--- config.mk ---
export PLATFORM = sky130hd
export DESIGN_NAME = uart_receiver
export DESIGN_NICKNAME = d
export VERILOG_FILES = /design/src/rtl/uart_receiver.sv
export SDC_FILE = /design/constraint.sdc
export NUM_CORES = 1
export LEC_CHECK = 0
export BUFFER_PORTS_ARGS = -buffer_cell sky130_fd_sc_hd__buf_2
export CAP_MARGIN = 0
export CORE_MARGIN = 5
export CORE_UTILIZATION = 60
export CTS_BUF_LIST = sky130_fd_sc_hd__clkbuf_8 sky130_fd_sc_hd__clkbuf_16
export CTS_CLUSTER_SIZE = 30
export DETAILED_ROUTE_END_ITERATION = 12
export GPL_ROUTABILITY_DRIVEN = 1
export HOLD_SLACK_MARGIN = 0.15
export PLACE_DENSITY = 0.82
export SLEW_MARGIN = 30
export SYNTH_ARGS = -nofsm -noshare
export SYNTH_HDL_FRONTEND = slang
export SYNTH_SLANG_ARGS = --single-unit
--- constraint.sdc ---
create_clock -name clk -period 3.3 [get_ports clk]
set_input_delay 0.165 -clock clk [delete_from_list [all_inputs] [get_ports clk]]
set_output_delay 0.165 -clock clk [all_outputs]
set_load 0.02 [all_outputs]
--- src/rtl/uart_receiver.sv ---
// uart_receiver: 8N1 UART receiver with byte handshake, framing and overrun flags
module uart_receiver #(
  parameter int CLKS_PER_BIT = 16
) (
  input  logic       clk,
  input  logic       rst,
  input  logic       serial_in,
  input  logic       data_read,
  output logic [7:0] data_out,
  output logic       data_valid,
  output logic       framing_err,
  output logic       overrun_err,
  output logic       busy
);
  localparam int CW = $clog2(CLKS_PER_BIT);
  localparam logic [CW-1:0] FULL = CW'(CLKS_PER_BIT - 1);
  localparam logic [CW-1:0] HALF = CW'(CLKS_PER_BIT / 2 - 1);
  typedef enum logic [2:0] {IDLE, START, DATA, STOP, WAIT_HIGH} state_t;
  state_t r_state, w_state_nxt;
  logic [CW-1:0] r_cnt, w_cnt_nxt;
  logic [2:0] r_idx, w_idx_nxt;
  logic [7:0] r_shift, w_shift_nxt;
  logic r_sync1, r_sync2;
  logic w_rx, w_deliver, w_frame_bad, w_accept;
  assign w_rx = r_sync2;
  assign busy = r_state != IDLE;
  assign w_accept = !data_valid || data_read;
  // Two-flop synchronizer for the asynchronous line; idles high so reset looks like an idle line
  always_ff @(posedge clk or posedge rst) begin
    if (rst) begin
      r_sync1 <= 1'b1;
      r_sync2 <= 1'b1;
    end else begin
      r_sync1 <= serial_in;
      r_sync2 <= r_sync1;
    end
  end
  // FSM, bit-period counter, bit index and shift register
  always_ff @(posedge clk or posedge rst) begin
    if (rst) begin
      r_state <= IDLE;
      r_cnt   <= '0;
      r_idx   <= '0;
      r_shift <= '0;
    end else begin
      r_state <= w_state_nxt;
      r_cnt   <= w_cnt_nxt;
      r_idx   <= w_idx_nxt;
      r_shift <= w_shift_nxt;
    end
  end
  // Next-state: start bit checked at mid-bit, data and stop bits one full period later each
  always_comb begin
    w_state_nxt = r_state;
    w_cnt_nxt   = r_cnt + 1'b1;
    w_idx_nxt   = r_idx;
    w_shift_nxt = r_shift;
    w_deliver   = 1'b0;
    w_frame_bad = 1'b0;
    case (r_state)
      IDLE: begin
        w_cnt_nxt = '0;
        if (!w_rx) w_state_nxt = START;
      end
      START: if (r_cnt == HALF) begin
        w_cnt_nxt   = '0;
        w_idx_nxt   = '0;
        w_state_nxt = w_rx ? IDLE : DATA;
      end
      DATA: if (r_cnt == FULL) begin
        w_cnt_nxt   = '0;
        w_shift_nxt = {w_rx, r_shift[7:1]};
        w_idx_nxt   = r_idx + 3'd1;
        if (r_idx == 3'd7) w_state_nxt = STOP;
      end
      STOP: if (r_cnt == FULL) begin
        w_cnt_nxt   = '0;
        w_deliver   = w_rx;
        w_frame_bad = !w_rx;
        w_state_nxt = w_rx ? IDLE : WAIT_HIGH;
      end
      WAIT_HIGH: begin
        w_cnt_nxt = '0;
        if (w_rx) w_state_nxt = IDLE;
      end
      default: w_state_nxt = IDLE;
    endcase
  end
  // Output holding register: a new byte beats a same-cycle acknowledge, a held byte beats a new one
  always_ff @(posedge clk or posedge rst) begin
    if (rst) begin
      data_out    <= 8'h00;
      data_valid  <= 1'b0;
      framing_err <= 1'b0;
      overrun_err <= 1'b0;
    end else begin
      if (w_deliver && w_accept) begin
        data_out   <= r_shift;
        data_valid <= 1'b1;
      end else if (data_read) data_valid <= 1'b0;
      if (w_deliver && !w_accept) overrun_err <= 1'b1;
      else if (data_read) overrun_err <= 1'b0;
      if (w_frame_bad) framing_err <= 1'b1;
      else if (w_deliver) framing_err <= 1'b0;
    end
  end
endmodule

==> results.txt <==
WHS: 0.356 ns
largest net degree at the start of global routing: 32
CTS tree: built
Yosys top cell by area: dfrtp_1
first-pass GRT wire length: 3.66 mm
Via Count: 789
Die W: 58.2 um
DR vias/cell: 5.40
CTS sink cnt: 31
Internal Pwr Total: 712 uW
unrepaired setup endpoints after global routing: no
CP Class: reg -> reg
Netlist cell types: 35
total CTS buffers: 5
Clock power frac: 28.3%
dpl cells: 135
Final setup viols: 0
# IOs: 16
Sw Ratio: 31.3%
H-tree depth: 2
LEAKAGE: 0.000831 uW
Die Span Y: 58.2 um
total congestion overflow: 0
Rows: 17
final hold vios: 0
Port Buffer Count: 15
Slew @ Worst Pin: 0.664 ns
final net count: 124
post-layout util: 71.3%
Yosys top cell area share: 52.0%
sequential share of power: 49.7%
Tcrit/Tclk final: 58.4%
status: finished clean
clk buf depth: 2
vias in the first global route: 785
initial antenna violation count: 0
root buf cell: clkbuf_8
HPWL Detailed: 1.44 mm
Mapped Area: 1400 sq um
CP Launch Type: register
Synth Register Bits: 31
Post-Layout Cell Count: 146
WL final: 2.15 mm
combinational group share of total power: 22.0%
Max Clock Skew: 0.00599 ns
Tot GR Track Use: 15.3%
Top FF cell, synth: dfrtp_1
die area: 3390 sq um
post-route ant nets: 0
switching power: 325 uW
drt wl/cell: 14.8 um
xor/xnor share of the synthesized area: 1.88%
most numerous cell in the Yosys netlist: dfrtp_1
DR DRC count: 0
Yosys Warn Count: 0
Core Area: 2210 sq um
top cells by count, synth: dfrtp_1, mux2_4, nor2_1, buf_6
fin. max-slew vios: 0
compound-gate portion of the synthesized area: 6.01%
area grow syn2layout: 13.0%
DR pass1 iterations: 4
clk slew on worst S/H paths: 0.06 ns
Peak supply drop: 0.649 mV
Fin Setup TNS: 0 ns
gpl congestion: 0.765
final antenna diode count: 0
FFs w/ async S/R, synth: 100%
Post-Synth Adder-Cell Area: 2.69%
Tmin final: 1.93 ns
Min-Delay Path Class: reg -> reg
max cap viols: 0
Initial Util: 63.1%
EDFF count, synth: 0
CP endpoint kind: register
Synth Area in Simple Gates: 11.5%
net count after synthesis: 104
initial DRC count: 6
fill cell count: 147
ranking of synthesized cells by area: dfrtp_1, mux2_4, dfstp_2
CP Max Fanout: 11
Worst EP arrival: 2.08 ns
pwr dens: 658 nW/um^2
Critical Path RT: 3.45 ns
Relative slew margins: 55.7%
Max Clock Freq: 0.519 GHz
layout cells sized above 1: 39.0%
Worst-Skew Late Latency: 0.28 ns
main combinational cell family by area after synthesis: multiplexers
synthesized area per cell: 14.4 sq um
mux share of post-synthesis cell area: 17.8%
cell count after synthesis: 97
Seq/Total Area, Yosys: 55.8%
==> flip-flops by register name (all words and copies together) (netlist names) <==
register     cells
data_out         8
data_valid       1
framing_err      1
overrun_err      1
r_cnt            4
r_idx            3
r_shift          8
r_state          3
r_sync1          1
r_sync2          1
==> critical path, stage by stage (launching register included) <==
cell and delay, ns:
dfrtp_1 0.37, ha_1 0.25, nand3b_1 0.17, nor3b_4 0.60, mux2_1 0.41
==> logic make-up (layout without fill, tap and decap cells) <==
| logic type | count (synthesis) | count (layout) |
|---|---|---|
| DFF | 31 | 31 |
| and+or+nand+nor | 23 | 23 |
| muxes | 17 | 17 |
| AOI/OAI and AO/OA | 12 | 12 |
| buffers and inverters | 8 | 29 |
| adders and majority gates | 3 | 3 |
| xor gates and xnor gates | 3 | 3 |
==> power by group through the flow <==
stage	clock network (uW)	logic (uW)	registers, uW
after detailed placement	0	228	519
final	294	228	515
after global routing	320	258	525
after global placement	0	218	513
after CTS	302	231	512
after floorplan	0	244	482
==> path summary, 6_finish.rpt <==
path	startpoint	to	slack, ns	depth (start not counted)
worst min-delay path	r_sync1$_DFF_PP1_	r_sync2$_DFF_PP1_	0.36	0
worst max register to register	r_cnt[0]$_DFF_PP0_	r_shift[1]$_DFFE_PP0P_	1.37	4
worst max-delay path	r_cnt[0]$_DFF_PP0_	r_shift[1]$_DFFE_PP0P_	1.37	4
min in group asynchronous	rst	data_out[7]$_DFFE_PP0P_	0.50	3
max in group asynchronous	rst	framing_err$_DFFE_PP0P_	2.39	3
worst min register to register	r_sync1$_DFF_PP1_	r_sync2$_DFF_PP1_	0.36	0
==> cell usage in the layout, fill, tap and decap left out, drive strengths merged, types with 3 or more instances in the layout <==
cell         count
dfrtp           29
mux2            17
buf             15
nor2             7
clkbuf           6
inv              4
ha               3
dlygate4sd3      3
==> what timing repair did <==
| item | in CTS | in global routing |
|---|---|---|
| gates resized for setup | 0 | 0 |
| hold endpoints to repair | 31 | 0 |
| setup endpoints to repair | 0 | 0 |
| hold buffers | 3 | 0 |
| setup buffers | 0 | 0 |
==> layout make-up <==
cell class	instances	area, sq um	share of cell area [%]
clock buffers	6	82.6	5.24
well taps	28	35.0	2.22
repair buffers	18	105	6.67
multi-input cells	58	556	35.2
flip-flops and latches	31	778	49.4
clock inverters	2	8.76	0.556
inverters	3	11.3	0.714
==> routing by layer <==
| layer | GRT usage, % | part of all wire (%) | vias up | wire length (um) |
|---|---|---|---|---|
| met2 | 23.2 | 45 | 19 | 980 |
| met1 | 18.3 | 46 | 379 | 1000 |
| met3 | 6.01 | 5.7 | 4 | 122 |
| met4 | 8.94 | 2.3 | 0 | 50 |
| met5 | 0 | 0 | - | 0 |
| li1 | - | - | 387 | - |
==> stage by stage <==
step           cell area (sq um)  total power [uW]  setup slack (ns)
2_1_floorplan               1400               726              1.79
4_1_cts                     1580              1050              1.36
3_3_place_gp                1460               732              1.52
6_report                    1580              1040              1.37
5_1_grt                     1580              1100              1.27
3_5_place_dp                1460               747              1.42
Power figures use the tool's default switching activity.
